### config.mk
export PLATFORM = sky130hd
export DESIGN_NAME = lock_ctrl_multi
export DESIGN_NICKNAME = d
export VERILOG_FILES = /design/src/rtl/lock_pkg.sv /design/src/rtl/pin_match.sv /design/src/rtl/lock_ctrl_multi.sv
export SDC_FILE = /design/constraint.sdc
export NUM_CORES = 1
export LEC_CHECK = 0
export CORE_ASPECT_RATIO = 2
export CORE_MARGIN = 3
export CORE_UTILIZATION = 44
export DETAILED_ROUTE_END_ITERATION = 10
export PLACE_DENSITY = 0.66
export SKIP_CTS_REPAIR_TIMING = 1
export SYNTH_ARGS = -nofsm -noshare
export SYNTH_HDL_FRONTEND = slang
export SYNTH_SLANG_ARGS = --single-unit
### constraint.sdc
create_clock -name clk -period 7.82 [get_ports clk]
set_clock_uncertainty 0.2 [all_clocks]
set_input_delay 1.955 -clock clk [delete_from_list [all_inputs] [get_ports clk]]
set_output_delay 1.955 -clock clk [all_outputs]
set_load 0.02 [all_outputs]
### src/rtl/lock_pkg.sv
// Shared types, key/display codes and the lockout-duration helper for the door-lock controller.
package lock_pkg;

    typedef enum logic [3:0] {
        StPowerup,
        StLocked,
        StEntry,
        StCheck,
        StFailWait,
        StUnlock,
        StOpen,
        StClosed,
        StSetup
    } lock_state_t;

    localparam logic [3:0] KEY_CLR    = 4'hE;
    localparam logic [3:0] DISP_BLANK = 4'hA;
    localparam logic [3:0] DISP_FAIL  = 4'hB;

    // Lockout length in seconds for an already-incremented failure count.
    function automatic int unsigned wait_secs(input logic [3:0] fail_cnt,
                                              input int unsigned free_tries,
                                              input int unsigned step_s,
                                              input int unsigned max_wait_s);
        int unsigned fc;
        int unsigned w;
        fc = {28'd0, fail_cnt};
        if (fc <= free_tries) begin
            w = 1;
        end else begin
            w = step_s * (fc - free_tries);
            if (w > max_wait_s) w = max_wait_s;
        end
        return w;
    endfunction

endpackage

### src/rtl/pin_match.sv
// Parallel comparison of the entered PIN against every slot; slot 0 (master) is always enabled.
module pin_match #(
    parameter int unsigned NUM_PINS   = 4,
    parameter int unsigned PIN_DIGITS = 4
) (
    input  logic [PIN_DIGITS*4-1:0]          entry,
    input  logic [NUM_PINS*PIN_DIGITS*4-1:0] pin_table,
    input  logic [NUM_PINS-1:0]              pin_en,
    output logic                             match_any,
    output logic                             match_master
);

    localparam int unsigned W = PIN_DIGITS * 4;

    logic unused_en0;
    assign unused_en0 = pin_en[0];

    always_comb begin
        match_master = (pin_table[W-1:0] == entry);
        match_any    = match_master;
        for (int unsigned k = 1; k < NUM_PINS; k++) begin
            if (pin_en[k] && (pin_table[k*W +: W] == entry)) match_any = 1'b1;
        end
    end

endmodule

### src/rtl/lock_ctrl_multi.sv
// Door-lock controller: PIN entry, multi-slot match, escalating lockout, auto-relock, door alarm.
module lock_ctrl_multi
    import lock_pkg::*;
#(
    parameter int unsigned NUM_PINS        = 4,
    parameter int unsigned PIN_DIGITS      = 4,
    parameter int unsigned TICK_DIV        = 1000,
    parameter int unsigned FREE_TRIES      = 3,
    parameter int unsigned STEP_S          = 10,
    parameter int unsigned MAX_WAIT_S      = 60,
    parameter int unsigned ENTRY_TIMEOUT_S = 5
) (
    input  logic                             clk,
    input  logic                             rst,
    input  logic                             key_valid,
    input  logic [3:0]                       key_code,
    input  logic                             door_open,
    input  logic                             inside_btn,
    input  logic [NUM_PINS*PIN_DIGITS*4-1:0] pin_table,
    input  logic [NUM_PINS-1:0]              pin_en,
    input  logic                             cfg_bip_en,
    input  logic [6:0]                       cfg_bip_s,
    input  logic [6:0]                       cfg_lock_s,
    output logic                             setup_req,
    input  logic                             setup_done,
    output logic                             latch,
    output logic                             buzzer,
    output logic                             disp_en,
    output logic [PIN_DIGITS*4-1:0]          disp,
    output logic [3:0]                       fail_cnt,
    output logic                             locked_out
);

    localparam int unsigned W     = PIN_DIGITS * 4;
    localparam int unsigned DIV_W = (TICK_DIV > 1) ? $clog2(TICK_DIV) : 1;

    lock_state_t      state_q, state_d;
    logic [DIV_W-1:0] div_q;
    logic [W-1:0]     buf_q, buf_d;
    logic [3:0]       cnt_q, cnt_d;
    logic [7:0]       idle_q, idle_d;
    logic [6:0]       wait_q, wait_d;
    logic [6:0]       open_q, open_d;
    logic [6:0]       closed_q, closed_d;
    logic [3:0]       fail_d;
    logic             btn_q;
    logic             latch_d, buzzer_d, disp_en_d, setup_req_d, locked_out_d;
    logic [W-1:0]     disp_d;
    logic             tick, btn_rise, key_ok, key_digit, key_clr;
    logic             match_any, match_master;

    assign tick      = (div_q == DIV_W'(TICK_DIV - 1));
    assign btn_rise  = inside_btn & ~btn_q;
    assign key_ok    = key_valid & ~door_open & ((state_q == StLocked) | (state_q == StEntry));
    assign key_digit = key_ok & (key_code <= 4'd9);
    assign key_clr   = key_ok & (key_code == KEY_CLR);

    pin_match #(
        .NUM_PINS   (NUM_PINS),
        .PIN_DIGITS (PIN_DIGITS)
    ) u_pin_match (
        .entry        (buf_q),
        .pin_table    (pin_table),
        .pin_en       (pin_en),
        .match_any    (match_any),
        .match_master (match_master)
    );

    always_comb begin
        state_d  = state_q;
        buf_d    = buf_q;
        cnt_d    = cnt_q;
        idle_d   = idle_q;
        wait_d   = wait_q;
        open_d   = open_q;
        closed_d = closed_q;
        fail_d   = fail_cnt;
        case (state_q)
            StPowerup: if (!door_open) state_d = StLocked;
            StLocked: begin
                if (key_digit) begin
                    buf_d   = {{(W-4){1'b0}}, key_code};
                    cnt_d   = 4'd1;
                    idle_d  = '0;
                    state_d = StEntry;
                end else if (btn_rise) begin
                    state_d = StUnlock;
                end
            end
            StEntry: begin
                if (32'(cnt_q) == PIN_DIGITS) begin
                    state_d = StCheck;
                end else if (key_clr) begin
                    buf_d   = '0;
                    cnt_d   = '0;
                    state_d = StLocked;
                end else if (key_digit) begin
                    buf_d  = {buf_q[W-5:0], key_code};
                    cnt_d  = cnt_q + 4'd1;
                    idle_d = '0;
                end else if (tick) begin
                    if (32'(idle_q) + 32'd1 >= ENTRY_TIMEOUT_S) begin
                        buf_d   = '0;
                        cnt_d   = '0;
                        state_d = StLocked;
                    end else begin
                        idle_d = idle_q + 8'd1;
                    end
                end
            end
            StCheck: begin
                buf_d = '0;
                cnt_d = '0;
                if (match_master) begin
                    fail_d  = '0;
                    state_d = StSetup;
                end else if (match_any) begin
                    fail_d  = '0;
                    state_d = StUnlock;
                end else begin
                    fail_d  = (fail_cnt == 4'hF) ? 4'hF : fail_cnt + 4'd1;
                    wait_d  = '0;
                    state_d = StFailWait;
                end
            end
            StFailWait: begin
                // The count of elapsed ticks includes the first, partial one.
                if (tick) begin
                    if (32'(wait_q) + 32'd1 >= wait_secs(fail_cnt, FREE_TRIES, STEP_S, MAX_WAIT_S))
                        state_d = StLocked;
                    else
                        wait_d = wait_q + 7'd1;
                end
            end
            StUnlock: begin
                open_d   = '0;
                closed_d = '0;
                state_d  = StOpen;
            end
            StOpen: begin
                if (!door_open) begin
                    open_d   = '0;
                    closed_d = '0;
                    state_d  = StClosed;
                end else if (tick && (open_q < cfg_bip_s)) begin
                    open_d = open_q + 7'd1;
                end
            end
            StClosed: begin
                if (door_open) begin
                    open_d   = '0;
                    closed_d = '0;
                    state_d  = StOpen;
                end else if (btn_rise || (closed_q >= cfg_lock_s)) begin
                    state_d = StLocked;
                end else if (tick && (closed_q != 7'h7F)) begin
                    closed_d = closed_q + 7'd1;
                end
            end
            StSetup: if (setup_done) state_d = StLocked;
            default: state_d = StPowerup;
        endcase
    end

    // Outputs are derived from the next state so they register alongside it.
    always_comb begin
        latch_d      = state_d inside {StPowerup, StUnlock, StOpen, StClosed};
        buzzer_d     = (state_d == StOpen) & cfg_bip_en & (open_d >= cfg_bip_s);
        disp_en_d    = state_d inside {StLocked, StEntry, StCheck, StFailWait};
        setup_req_d  = (state_d == StSetup);
        locked_out_d = (state_d == StFailWait);
        disp_d       = {PIN_DIGITS{DISP_BLANK}};
        if (state_d == StFailWait) begin
            disp_d = {PIN_DIGITS{DISP_FAIL}};
        end else if ((state_d == StEntry) || (state_d == StCheck)) begin
            for (int unsigned i = 0; i < PIN_DIGITS; i++) begin
                if (i < 32'(cnt_d)) disp_d[i*4 +: 4] = buf_d[i*4 +: 4];
            end
        end
    end

    always_ff @(posedge clk or posedge rst) begin
        if (rst) begin
            div_q      <= '0;
            state_q    <= StPowerup;
            buf_q      <= '0;
            cnt_q      <= '0;
            idle_q     <= '0;
            wait_q     <= '0;
            open_q     <= '0;
            closed_q   <= '0;
            fail_cnt   <= '0;
            btn_q      <= 1'b0;
            latch      <= 1'b1;
            buzzer     <= 1'b0;
            disp_en    <= 1'b0;
            disp       <= {PIN_DIGITS{DISP_BLANK}};
            setup_req  <= 1'b0;
            locked_out <= 1'b0;
        end else begin
            div_q      <= tick ? '0 : div_q + 1'b1;
            state_q    <= state_d;
            buf_q      <= buf_d;
            cnt_q      <= cnt_d;
            idle_q     <= idle_d;
            wait_q     <= wait_d;
            open_q     <= open_d;
            closed_q   <= closed_d;
            fail_cnt   <= fail_d;
            btn_q      <= inside_btn;
            latch      <= latch_d;
            buzzer     <= buzzer_d;
            disp_en    <= disp_en_d;
            disp       <= disp_d;
            setup_req  <= setup_req_d;
            locked_out <= locked_out_d;
        end
    end

endmodule

== Word level (Yosys, flattened, before mapping) ==
Cells that the tools add are included.
Word-level totals
  latch bits: 0
  ROM bits: 0
  input port bits: 93
  register bits after elaboration: 89
  memories: 0
  bits in writable memories: 0
  logic and storage cells: 172
Operators by class
  muxes and demuxes: 69
  eq/ne operators: 37
  reductions and logical operators: 17
  bitwise logic cells: 10
  div/mod/pow operators: 0
  multiply operators: 1
  shift-type cells: 0
  $lt $le $gt $ge: 12
  add/sub/neg operators: 10
Operators by type and width (number)
  $mux 16: 8
  $mux 32: 4
  $mux 4: 28
  $mux 7: 11
  $eq 16x16->1: 4
  $mux 8: 6
  $pmux 16 s3: 1
  $pmux 7 s3: 2
  $eq 4x3->1 const B: 9
  $pmux 4 s9: 1
  $ge 8x32->1: 1
  $gt 32x6->1 const B: 1
  $mul 3x32->31 const A: 1
  $add 7x1->7 const B: 3
  $eq 4x2->1 const B: 4
  $eq 4x4->1 const B: 4
  $ne 2x2->1 const B: 8
  $pmux 8 s2: 1
  $ge 7x7->1: 2
  $pmux 7 s2: 1
  $ne 3x3->1 const B: 4
  $pmux 4 s3: 1
  $add 10x1->10 const B: 1
  $eq 10x10->1 const B: 1
  other kinds (27): 49

== Logic depth before layout (Yosys ltp) ==
Gate-level depths: netlist of run 1.
  depth in word-level cells: 15
  mapped depth: 25
  depth with buffers taken out: 25

== Cells and area by module ==
From an unflattened synthesis of run 1, not the netlist that was laid out.
Second synthesis, totals
  cells, all modules: 690
  area, all modules: 6507.5 um^2
By module, submodules not included
  lock_ctrl_multi: sequential area each 2238.4 um^2, area an instance 5617.9 um^2, instances 1, cells each 586
  pin_match: sequential area each 0.0 um^2, area an instance 889.6 um^2, instances 1, cells each 104

== Worst setup path before layout of run 1 ==
OpenSTA, ideal clock, no wires.
  path type: reg-to-reg
  from: register fail_cnt[0]
  to: register wait_q[0]
  stages on the path, launching flop included: 22
  clock period less this slack: 5969 ps
  buffers on the path: 0
  data required time: 7495 ps
  slack: 1851 ps
  data arrival time: 5645 ps
  cell sequence: dfrtp_1 > ha_1 > nor3_1 > ha_1 > ha_1 > a21o_1 > a21o_1 > nand3_1 > ha_1 > nor4_1 > and4b_1 > o211ai_1 > a21oi_1 > a22oi_1 > or3_1 > ha_1 > a21o_1 > a21oi_1 > o21ai_0 > nand2_1 > a31oi_2 > mux2_2
Between the ends
  longest elaborated chain between the ends: 10
  elaborated cells on any way between the ends: 11
  those cells by class: add/sub (1); mul (1); order compare (3); eq/ne (1); mux (4); reduce/logical (1)
Ends and longest elaborated chain
  start, declared: RTL line lock_ctrl_multi.sv:30  | output logic [3:0] fail_cnt,
  start signal, assigned: RTL line lock_ctrl_multi.sv:209  | fail_cnt <= fail_d;
  $sub 4x2->5: RTL line lock_pkg.sv:31  | w = step_s * (fc - free_tries);
  $mul 3x32->31: RTL line lock_pkg.sv:31
  $gt 32x6->1: RTL line lock_pkg.sv:32  | if (w > max_wait_s) w = max_wait_s;
  $mux 32: RTL line lock_pkg.sv:32
  $mux 32 (*): RTL line lock_pkg.sv:28  | if (fc <= free_tries) begin
  $mux 32 (*): RTL line lock_ctrl_multi.sv:128  | if (tick) begin
  $mux 32 (*): RTL line lock_ctrl_multi.sv:78  | case (state_q)
  $ge 8x32->1 (*): RTL line lock_ctrl_multi.sv:129  | if (32'(wait_q) + 32'd1 >= wait_secs(fail_cnt, FREE_TRIES, STEP_S, MAX_WAIT_S))
  $ne 2x2->1 (no source line) (*)
  $reduce_and 5->1 (no source line) (*)
  end signal, assigned: RTL line lock_ctrl_multi.sv:206  | wait_q <= wait_d;
  end, declared: RTL line lock_ctrl_multi.sv:42  | logic [6:0] wait_q, wait_d;
Every way passes the cells marked *; elsewhere a longest branch is shown, timed or not. The select of a mux whose other input is x is not followed.
A chain may end at the register's enable or synchronous reset.

== Worst setup path after layout of run 1 ==
  from: register fail_cnt[0]
  to: register disp_en
Between the ends
  longest elaborated chain between the ends: 13
  elaborated cells on any way between the ends: 17
  those cells by class: add/sub (1); mul (1); order compare (3); eq/ne (4); mux (7); reduce/logical (1)
Ends and longest elaborated chain
  $sub 4x2->5: RTL line lock_pkg.sv:31
  $mul 3x32->31: RTL line lock_pkg.sv:31
  $gt 32x6->1: RTL line lock_pkg.sv:32
  $mux 32: RTL line lock_pkg.sv:32
  $mux 32 (*): RTL line lock_pkg.sv:28
  $mux 32 (*): RTL line lock_ctrl_multi.sv:128
  $mux 32 (*): RTL line lock_ctrl_multi.sv:78
  $ge 8x32->1 (*): RTL line lock_ctrl_multi.sv:129
  $mux 4 (*): RTL line lock_ctrl_multi.sv:129
  $mux 4 (*): RTL line lock_ctrl_multi.sv:128
  $pmux 4 s9 (*): RTL line lock_ctrl_multi.sv:78
  named net state_d[0]: RTL line lock_ctrl_multi.sv:37  | lock_state_t state_q, state_d;
  $eq 4x1->1 (tied with other cells): RTL line lock_ctrl_multi.sv:169  | disp_en_d = state_d inside {StLocked, StEntry, StCheck, StFailWait};
  $reduce_bool 4->1 (*): RTL line lock_ctrl_multi.sv:169
  named net disp_en_d: RTL line lock_ctrl_multi.sv:47  | logic latch_d, buzzer_d, disp_en_d, setup_req_d, locked_out_d;
  end signal, assigned: RTL line lock_ctrl_multi.sv:213  | disp_en <= disp_en_d;
  end, declared: RTL line lock_ctrl_multi.sv:28  | output logic disp_en,
The timed path passes the listed nets; every way through them passes the cells marked *. The select of a mux whose other input is x is not followed.

==> results_dict.tcl, run 1 <==
set metrics [dict create \
    synthFlopType "dfrtp_1" \
    drive_gt1_share_pct 9.30 \
    dpl-instance-area_sq_um 8010 \
    maxCapViolCount 0 \
    p_total_mw 2.09 \
    ys_warn_count 0 \
    path_clk_slew_ns 0.07 \
    nets 962 \
    dieArea_sq_um 16900 \
    synthTopCellsByArea "dfrtp_1 30%, ha_1 10%, xor2_1 9.5%" \
    hold_ws_ns 0.296 \
    syn_to_final_growth_pct 23.3 \
    layoutNonFillerInstCount 1012 \
    status "finished clean" \
    die-height_um 181 \
    multi_input_comb_area_sq_um 4190 \
    ir_drop_uv 125 \
    ios 118 \
    root_buffer "clkbuf_16" \
    place.gp.congestion 0.919 \
    arrival_ns 6.12 \
    crit_fanout 14 \
    core_sq_um 14900 \
    reg2regPathDepth 24 \
    antenna_found_initial 0 \
    ys_ff_latch 89 \
    stdcell_area_sq_um 8310 \
    drt_pass1_iterations 5 \
    startpoint "fail_cnt[0]" \
    min_period_ns 6.06 \
    min_path_cells 1 \
    cts_buffers 9 \
    cts_tree "built" \
    routedWlPerCell_um 18.4 \
    dp_hpwl_mm 15.2 \
    clock_sinks 89 \
    drt_iter0_markers 286 \
    reg2reg_slack_ns 1.76 \
    timing.final.crit_share_pct 77.5 \
    rsz0062_at_grt "false" \
    seq_area_frac_synth_pct 33.2 \
    min_to "div_q[9]" \
    final_antenna_net_count 0 \
    syn_area_per_cell_sq_um 9.48 \
    start_kind "register" \
    pre_cts_ws_ns 1.66 \
    layout.filler_cells 1361 \
    hold_start "div_q[9]" \
    setup_viol_count_final 0 \
    synth_edf_count 0 \
    relSlewSlack_pct 27.8 \
    synth_top_area_share_pct 29.7 \
    synthDistinctLibCells 92 \
    grt_util_all_layers_pct 22.6 \
    utilization_pct 55.8 \
    rows 63 \
    grt_max_degree 86 \
    drc 0 \
    slew_violations 0 \
    cp.required_ns 7.87 \
    tightestPinTransition_ns 1.08 \
    power.leakage_nw 3.87 \
    synthArstFlopShare_pct 100 \
    htree_levels 3 \
    most-common-layout-cells "116 x clkdlybuf4s50_1, 80 x dfrtp_1, 73 x xor2_1, 56 x ha_1, 47 x nand2_1" \
    final_common_cell "clkdlybuf4s50_1" \
    via_per_inst 5.72 \
    synthesis.nets 861 \
    antenna_cells 0 \
    fin_setup_tns_ns 0 \
    start_util_pct 45.2 \
    synth_top_cell_by_area "dfrtp_1" \
    p_per_area_nw_per_um2 252 \
    grt_pass1_vias 6159 \
    clock.fmax_mhz 165 \
    via_count 5786 \
    dp.cells 996 \
    cts_buffer_depth 2 \
    setup_slack_ns 1.76 \
    hold_class "reg2reg" \
    syn_area_sq_um 6740 \
    seqCellArea_sq_um 2240 \
    die_w_um 93.5 \
    io_buffers 116 \
    rr_startpoint "fail_cnt[0]" \
    drt_wl_total_mm 18.6 \
    crit_type "reg2reg" \
    end_kind "register" \
    clock_latency_ns 0.34 \
    synthCells 711 \
    grt_pass1_wl_mm 30.1 \
    grt_overflow 0 \
    r2r_end "disp_en" \
    hold_viol 0 \
]
per-layer routing:
layer / vias up / wire [um] / GRT usage (%) / part of all wire [%]
met5: - / 0 / 0 / 0
met4: 0 / 868 / 11.6 / 4.7
met3: 53 / 893 / 3.79 / 4.8
met2: 199 / 10800 / 44.6 / 58
met1: 2769 / 6110 / 21.1 / 33
li1: 2765 / - / - / -
worst max-delay path, cell delays in order, from the launching register on:
cell and delay, ns:
dfrtp_1 0.50, ha_1 0.30, nor3_1 0.16, buf_4 0.24
ha_1 0.26, ha_1 0.33, a21oi_1 0.08, nor2b_1 0.25
inv_1 0.11, ha_1 0.21, nor4_1 0.40, and4b_1 0.27
o211ai_1 0.13, a21oi_1 0.15, a22oi_1 0.13, o21ai_0 0.22
ha_1 0.27, a21oi_1 0.14, nor2b_1 0.06, a2111oi_0 0.38
o21ai_0 0.19, nand4_1 0.14, nand4_2 0.21, or3_1 0.47
o21ai_1 0.15
flip-flops by register name, summed over array words and instances (netlist names), 4 cells and up:
name	flops
closed_q	7
buf_q	16
state_q	4
cnt_q	4
wait_q	7
fail_cnt	4
idle_q	8
disp	16
open_q	7
div_q	10
how the worst max path moves through the flow:
stage	slack (ns)	endpoint	cells past startpoint
4_1_cts	1.72	disp_en	24
3_5_place_dp	1.66	buzzer	19
6_report	1.76	disp_en	24
2_1_floorplan	1.85	wait_q[0]	21
3_3_place_gp	1.77	buzzer	19
5_1_grt	1.06	disp_en	24
cells by family after synthesis:
| logic type | share of synthesized area [%] |
|---|---|
| compound gates | 19.0 |
| xor+xnor | 11.4 |
| fa+ha+maj | 10.7 |
| buf+inv | 4.57 |
| flops | 33.2 |
| mux | 1.52 |
| simple gates | 19.6 |
synth_stat cells, types with 4 or more instances:
cell type and instances:
a211oi_1 5, a21o_1 14, a21oi_1 22, a22o_1 15, a31oi_1 5, and2_1 11
and3_1 4, clkbuf_1 20, dfrtp_1 80, dfstp_2 9, ha_1 56, inv_1 43
mux2i_1 8, nand2_1 47, nand2b_1 10, nand3_1 19, nand4_1 14, nor2_1 43
nor2b_1 8, nor3_1 16, nor4_1 16, o211ai_1 9, o21a_1 9, o21ai_0 33
o31ai_1 4, or3_1 7, xnor2_1 13, xor2_1 73
power by group:
group          internal, mW  switching (mW)
logic                 0.433           0.597
registers             0.531          0.0988
clock network         0.225           0.207
total                  1.19           0.903
cell type report:
class	count	share of cell area, %
inverters	43	1.96
well taps	195	2.94
multi-input cells	551	50.5
clock inverters	7	0.828
clock buffers	9	2.71
flip-flops and latches	89	26.9
repair buffers	118	14.2
Note: power is estimated with default switching activity, not from simulation.
==> inputs of run 2 (changes only) <==
==> constraint.sdc (replaced) <==
create_clock -name clk -period 6.2 [get_ports clk]
set_clock_uncertainty 0.2 [all_clocks]
set_input_delay 1.55 -clock clk [delete_from_list [all_inputs] [get_ports clk]]
set_output_delay 1.55 -clock clk [all_outputs]
set_load 0.02 [all_outputs]
==> run 2 against run 1 <==
Combinational power up 29%. First-iteration DRC count down 22%. Wire length about the same. Critical endpoint is now disp[8]. Largest cell class unchanged.
==> results_dict.tcl, run 2 (synthesis results as in run 1) <==
set metrics [dict create \
    grt_pass1_vias 6175 \
    status "finished clean" \
    drt_pass1_iterations 4 \
    seqPwrFrac_pct 29.6 \
    dp_hpwl_mm 15.4 \
    final_antenna_net_count 0 \
    power.leakage_nw 3.88 \
    most-common-layout-cells "116 x clkdlybuf4s50_1, 80 x dfrtp_1, 73 x xor2_1, 56 x ha_1, 47 x nand2_1" \
    ir_drop_uv 168 \
    final_common_cell "clkdlybuf4s50_1" \
    clock_sinks 89 \
    drive_gt1_share_pct 9.89 \
    crit_fanout 10 \
    drt_wl_total_mm 18.6 \
    hold_ws_ns 0.274 \
    hold_viol 0 \
    top_regs "buf_q x16, disp x16, div_q x10" \
    stdcell_area_sq_um 8340 \
    tightestPinTransition_ns 1.10 \
    cts_tree "built" \
    antenna_cells 0 \
    cts_buffers 9 \
    rr_startpoint "fail_cnt[0]" \
    rows 63 \
    drt_iter0_markers 222 \
    drc 0 \
    grt_overflow 0 \
    place.gp.congestion 0.895 \
    htree_levels 3 \
    cts_buffer_depth 2 \
    arrival_ns 5.79 \
    cp.required_ns 6.27 \
    start_util_pct 45.2 \
    routedWlPerCell_um 18.4 \
    clockPowerShare_pct 20.6 \
    layout.filler_cells 1325 \
    maxCapViolCount 0 \
    p_per_area_nw_per_um2 320 \
    io_buffers 116 \
    internal-power_mw 1.54 \
    comb_power_share_pct 49.8 \
    dieArea_sq_um 16900 \
    startpoint "fail_cnt[0]" \
    core_sq_um 14900 \
    dpl-instance-area_sq_um 8030 \
    nets 964 \
    crit_type "reg2reg" \
    die-height_um 181 \
    multi_input_comb_area_sq_um 4210 \
    setup_viol_count_final 0 \
    hold_class "reg2reg" \
    path_clk_slew_ns 0.07 \
    die_w_um 93.5 \
    switching_share_pct 42.2 \
    clock_latency_ns 0.35 \
    relSlewSlack_pct 26.4 \
    slew_violations 0 \
    hold_start "div_q[9]" \
    end_kind "register" \
    start_kind "register" \
    p_sw_mw 1.13 \
    antenna_found_initial 0 \
    grt_pass1_wl_mm 30.1 \
    via_count 5736 \
    seqCellArea_sq_um 2240 \
    via_per_inst 5.66 \
    root_buffer "clkbuf_16" \
    min_period_ns 5.72 \
    grt_max_degree 58 \
    syn_to_final_growth_pct 23.8 \
    clock.fmax_mhz 175 \
    grt_util_all_layers_pct 22.8 \
    ios 118 \
    timing.final.crit_share_pct 92.3 \
]
run 2: cell count changes in the layout (fill, tap and decap cells not counted), moves of 2 or more:
cell / before / now
buf_4: 2 / 4
clkinv_2: 1 / 3
clkinv_4: 3 / 0
inv_8: 3 / 0
run 2: worst paths after layout:
kind	endpoint	slack [ns]	cells past startpoint
hold reg to reg	div_q[9]	0.27	1
setup / recovery	disp[8]	0.48	23
hold / removal	div_q[9]	0.27	1
max in group asynchronous	disp[3]	3.26	3
setup reg to reg	disp[8]	0.48	23
min in group asynchronous	buf_q[13]	1.50	2
run 2: cell type report:
type / count / share of cell area (%)
clock inverters: 6 / 0.780
multi-input cells: 551 / 50.5
inverters: 43 / 1.95
flip-flops and latches: 89 / 26.8
clock buffers: 10 / 2.74
repair buffers: 120 / 14.3
well taps: 195 / 2.92
run 2: per-layer routing:
layer / wire, um / global-route usage, %
met5: 0 / 0
met1: 6180 / 21.4
met4: 933 / 13.1
met3: 748 / 3.58
met2: 10800 / 44.6
run 2: through the flow:
stage               TNS [ns]  instances  util (%)  power, mW  setup slack (ns)
floorplan                  0        711         -       1.70             0.231
global placement           0        998      53.9       2.07             0.521
detailed placement         0        998      53.9       2.11             0.264
CTS                        0       1014      55.9       2.67             0.252
global route         -0.0394       1014      56.0       2.86           -0.0328
finish                     0       1014      56.0       2.67             0.480
run 2: critical path: stages (launching register included):
cell and delay (ns):
dfrtp_1 0.49, ha_1 0.29, xnor2_1 0.26, ha_1 0.33, ha_1 0.30, a21o_1 0.11, a21o_1 0.18, nand3_1 0.13
ha_1 0.22, nor4_2 0.32, and4b_1 0.24, o211ai_1 0.12, a21oi_1 0.17, a22oi_2 0.11, o21ai_1 0.19, ha_1 0.27
a21oi_1 0.15, nor2b_1 0.07, a2111oi_1 0.40, o21ai_0 0.20, nand4_1 0.13, nand4_2 0.21, or3_1 0.48, o21ai_1 0.10
run 2: power by group through the flow:
stage          combinational [mW]  clock, mW  sequential [mW]
2_1_floorplan               0.903          0            0.794
5_1_grt                      1.47      0.586            0.807
4_1_cts                      1.32      0.558            0.791
3_5_place_dp                 1.31          0            0.802
3_3_place_gp                 1.28          0            0.797
6_report                     1.33      0.550            0.792
==> RTL edit 1: new RTL, config.mk and constraints of run 2 <==
Register the output `setup_req` once more, cleared by the reset; this adds one clock of latency there. The other outputs are not delayed to match.
--- a/src/rtl/lock_ctrl_multi.sv
+++ b/src/rtl/lock_ctrl_multi.sv
@@ -34,6 +34,8 @@
     localparam int unsigned W     = PIN_DIGITS * 4;
     localparam int unsigned DIV_W = (TICK_DIV > 1) ? $clog2(TICK_DIV) : 1;
 
+    logic setup_req_s0;
+
     lock_state_t      state_q, state_d;
     logic [DIV_W-1:0] div_q;
     logic [W-1:0]     buf_q, buf_d;
@@ -195,7 +197,7 @@
             buzzer     <= 1'b0;
             disp_en    <= 1'b0;
             disp       <= {PIN_DIGITS{DISP_BLANK}};
-            setup_req  <= 1'b0;
+            setup_req_s0 <= 1'b0;
             locked_out <= 1'b0;
         end else begin
             div_q      <= tick ? '0 : div_q + 1'b1;
@@ -212,10 +214,18 @@
             buzzer     <= buzzer_d;
             disp_en    <= disp_en_d;
             disp       <= disp_d;
-            setup_req  <= setup_req_d;
+            setup_req_s0 <= setup_req_d;
             locked_out <= locked_out_d;
         end
     end
 
+    always_ff @(posedge clk or posedge rst) begin
+        if (rst) begin
+            setup_req <= '0;
+        end else begin
+            setup_req <= setup_req_s0;
+        end
+    end
+
 endmodule
 
Function: same outputs for any inputs over 4 cycles, from zero or initial values and one cycle with rst high; that may be too few to reach the edited logic, so the function may still have changed.
==> RTL edit 1 against run 2 <==
  * Count of clock-buffer cells in the layout stayed put
  * Non-clock buffer count stayed put
  * Area after synthesis is 0.37% higher
  * Clock power is 3% higher
  * Design area is 0.28% higher
  * Worst hold slack worse by 0.11 ns
  * Critical endpoint is now disp_en$_DFF_PP0_
  * Sequential power is 1% higher
  * Sequential cell count is 1 higher
  * Wire length is 2.8% higher
  * Worst setup slack better by 0.030 ns
  * Power is 0.55% higher
==> RTL edit 1: results <==
export IMPL_worst_pin_slew_ns=1.05
export IMPL_rrSetupSlack_ns=0.51
export IMPL_status="completed"
export IMPL_grt_pass1_wl_um=31200
export IMPL_grt_pass1_vias=6217
export IMPL_pg_clk_mw=0.564
export IMPL_dr_total_vias=5730
export IMPL_worstSetupEndpoint="disp_en$_DFF_PP0_"
export IMPL_leakage_nw=3.89
export IMPL_num_antenna_cells=0
export IMPL_seq_power_mw=0.801
export IMPL_arrival_ns=5.76
export IMPL_hp_start="setup_req_s0$_DFF_PP0_"
export IMPL_postSynthCellCount=712
export IMPL_gp_congestion=0.902
export IMPL_p_per_area_mw_per_mm2=321
export IMPL_synth_compound_area_share_pct=18.9
export IMPL_ir_worst_vdd_uv=186
export IMPL_grt_max_degree=50
export IMPL_drt_first_iter_violations=277
export IMPL_n_fill_cell=1375
export IMPL_drt_wl_total_um=19200
export IMPL_whs_path_depth=0
export IMPL_post_dp_cell_area_mm2=0.00805
export IMPL_min_to="setup_req$_DFF_PP0_"
export IMPL_synthAdderAreaFrac_pct=10.7
export IMPL_syn_nets=862
export IMPL_synthMuxAreaShare_pct=1.52
export IMPL_drive_above_1_share_pct=9.63
export IMPL_switchingPower_mw=1.14
export IMPL_hpwl_um=15800
export IMPL_grt_usage_pct=23.6
export IMPL_top_regs="buf_q: 16 flops, disp: 16 flops, div_q: 10 flops"
export IMPL_reg2regPathDepth=24
export IMPL_ys_seq_area_share_pct=33.5
export IMPL_nets=965
export IMPL_synth_top_cells_by_count="dfrtp_1 (81), xor2_1 (73), ha_1 (56)"
-- RTL edit 1: through the flow --
step	hold slack, ns	setup slack (ns)
2_1_floorplan	0.131	0.231
3_3_place_gp	0.157	0.475
3_5_place_dp	0.150	0.326
4_1_cts	0.172	0.298
5_1_grt	0.189	0.0495
6_report	0.168	0.510
-- RTL edit 1: cell type report --
class                      count  area, um^2  area share [%]
clock inverter                 6        72.6           0.867
clock buffer                  10         229            2.74
multi-input combinational    551        4200            50.2
sequential                    90        2260            27.1
inverter                      43         163            1.94
timing repair buffer         120        1190            14.2
tap                          195         244            2.92
-- RTL edit 1: layer usage --
layer	share of wire (%)	wire length (um)	global-route usage, %
met5	0	0	0
met4	4.5	861	11.6
met3	3.6	684	3.50
met2	59	11200	47.5
met1	33	6370	21.7
==> RTL edit 2: new RTL, settings of run 2 <==
Without the edit above. `PIN_DIGITS` is set to 4 in 2 places; all go to 8.
--- a/src/rtl/pin_match.sv
+++ b/src/rtl/pin_match.sv
@@ -1,7 +1,7 @@
 // Parallel comparison of the entered PIN against every slot; slot 0 (master) is always enabled.
 module pin_match #(
     parameter int unsigned NUM_PINS   = 4,
-    parameter int unsigned PIN_DIGITS = 4
+    parameter int unsigned PIN_DIGITS = 8
 ) (
     input  logic [PIN_DIGITS*4-1:0]          entry,
     input  logic [NUM_PINS*PIN_DIGITS*4-1:0] pin_table,
--- a/src/rtl/lock_ctrl_multi.sv
+++ b/src/rtl/lock_ctrl_multi.sv
@@ -3,7 +3,7 @@
     import lock_pkg::*;
 #(
     parameter int unsigned NUM_PINS        = 4,
-    parameter int unsigned PIN_DIGITS      = 4,
+    parameter int unsigned PIN_DIGITS      = 8,
     parameter int unsigned TICK_DIV        = 1000,
     parameter int unsigned FREE_TRIES      = 3,
     parameter int unsigned STEP_S          = 10,
Interface: changed (resized disp and pin_table); port bits go from 118 to 198. The function was not compared with the original's and may differ.
==> RTL edit 2 against run 2 <==
  * Area after synthesis up 31%
  * Wire length up 59%
  * Via count rose by 39%
  * Power up 25%
  * Count of clock-buffer cells in the layout is 7 higher
  * Design area grew 37%
  * Clock power up 84%
  * Sequential cell count is 32 higher
  * Fmax down 0.93%
  * Worst setup slack got worse by 0.054 ns
  * Largest power group unchanged
==> RTL edit 2: results <==
export IMPL_cts_root_buffer="clkbuf_16"
export IMPL_grt_pass1_wl_um=45500
export IMPL_gp_congestion=0.992
export IMPL_grt_max_degree=66
export IMPL_p_int_mw=2.03
export IMPL_worstSkewPairLatency_ns=0.43
export IMPL_syn_nets=1156
export IMPL_routedWlPerCell_um=21.5
export IMPL_dr_pass1_iters=5
export IMPL_drt_first_iter_violations=350
export IMPL_clockBufferDepth=2
export IMPL_synth_top_cells_by_count="dfrtp_1 (104), xor2_1 (78), xnor2_1 (72)"
export IMPL_synth_edf_count=0
export IMPL_grt_usage_pct=27.6
export IMPL_rrSetupSlack_ns=0.43
export IMPL_nets=1321
export IMPL_ys_seq_area_share_pct=34.7
export IMPL_crit_family="simple AND/OR/NAND/NOR gates"
export IMPL_htreeDepth=4
export IMPL_synth_compound_area_share_pct=16.2
export IMPL_port_buffers=196
export IMPL_top_regs="buf_q: 32 flops, disp: 32 flops, div_q: 10 flops"
export IMPL_hpwl_um=24000
export IMPL_reg2regPathDepth=23
export IMPL_ys_types=90
export IMPL_crit_slowest_cell="dfrtp_1"
export IMPL_cts_buffers=17
export IMPL_async_flop_share_pct=100
export IMPL_drive_above_1_share_pct=9.19
export IMPL_synthXorXnorAreaFrac_pct=15.1
export IMPL_synthAdderAreaFrac_pct=8.05
export IMPL_grt_pass1_vias=8400
export IMPL_arrival_ns=5.84
export IMPL_crit_fanout=13
export IMPL_synthMuxAreaShare_pct=0.469
export IMPL_dr_total_vias=7949
export IMPL_status="completed"
export IMPL_relSlewSlack_pct=33.5
export IMPL_n_fill_cell=1788
export IMPL_ys_top_cells_by_area="dfrtp_1 (30%), ha_1 (7.8%), xor2_1 (7.8%), xnor2_1 (7.2%), dfstp_2 (5.1%)"
export IMPL_whs_path_depth=1
export IMPL_leakage_nw=4.94
export IMPL_max_stage_delay_ns=0.46
export IMPL_ir_worst_vdd_uv=159
RTL edit 2: power groups by stage:
| stage | registers, mW | logic [mW] | clock network, mW |
|---|---|---|---|
| 6_report | 0.955 | 1.36 | 1.01 |
| 2_1_floorplan | 0.960 | 0.909 | 0 |
| 3_5_place_dp | 0.968 | 1.36 | 0 |
| 5_1_grt | 0.968 | 1.53 | 1.06 |
| 3_3_place_gp | 0.967 | 1.33 | 0 |
| 4_1_cts | 0.955 | 1.37 | 1.03 |
RTL edit 2: logic make-up (layout without fill, tap and decap cells):
group | count (synthesis) | in the layout
AOI/OAI and AO/OA | 192 | 192
xor gates and xnor gates | 151 | 151
adders and majority gates | 56 | 56
buffers and inverters | 92 | 270
DFF | 121 | 121
muxes | 4 | 4
and+or+nand+nor | 327 | 327
RTL edit 2: per-stage QoR:
stage	cells	setup WS (ns)	instance area, um^2	total power [mW]	hold WS [ns]
6_report	1380	0.426	11500	3.33	0.279
5_1_grt	1380	0.0937	11500	3.55	0.295
4_1_cts	1380	0.359	11500	3.35	0.282
3_5_place_dp	1348	0.390	10900	2.33	0.274
3_3_place_gp	1348	0.486	10900	2.29	0.262
2_1_floorplan	943	0.163	8800	1.87	0.244
RTL edit 2: path summary, 6_finish.rpt:
kind                                            to                     from
min reg2reg                     div_q[0]$_DFF_PP0_       div_q[0]$_DFF_PP0_
max                              disp[0]$_DFF_PP0_  fail_cnt[2]$_DFFE_PP0P_
min in group asynchronous  fail_cnt[1]$_DFFE_PP0P_                      rst
max in group asynchronous        disp[9]$_DFF_PP1_                      rst
min                             div_q[0]$_DFF_PP0_       div_q[0]$_DFF_PP0_
max reg2reg                      disp[0]$_DFF_PP0_  fail_cnt[2]$_DFFE_PP0P_
RTL edit 2: layout make-up:
class,count,area share (%)
multi-input cells,730,46.5
clock buffers,17,3.71
repair buffers,203,17.7
flip-flops and latches,121,26.6
clock inverters,15,1.52
well taps,259,2.83
inverters,35,1.17
RTL edit 2: metal layers:
metal / track usage (%) / vias up / routed length [um]
li1: - / 3735 / -
met1: 26.9 / 3822 / 9950
met2: 53.8 / 311 / 16600
met3: 4.31 / 81 / 1440
met4: 16.0 / 0 / 1680
met5: 0 / - / 0
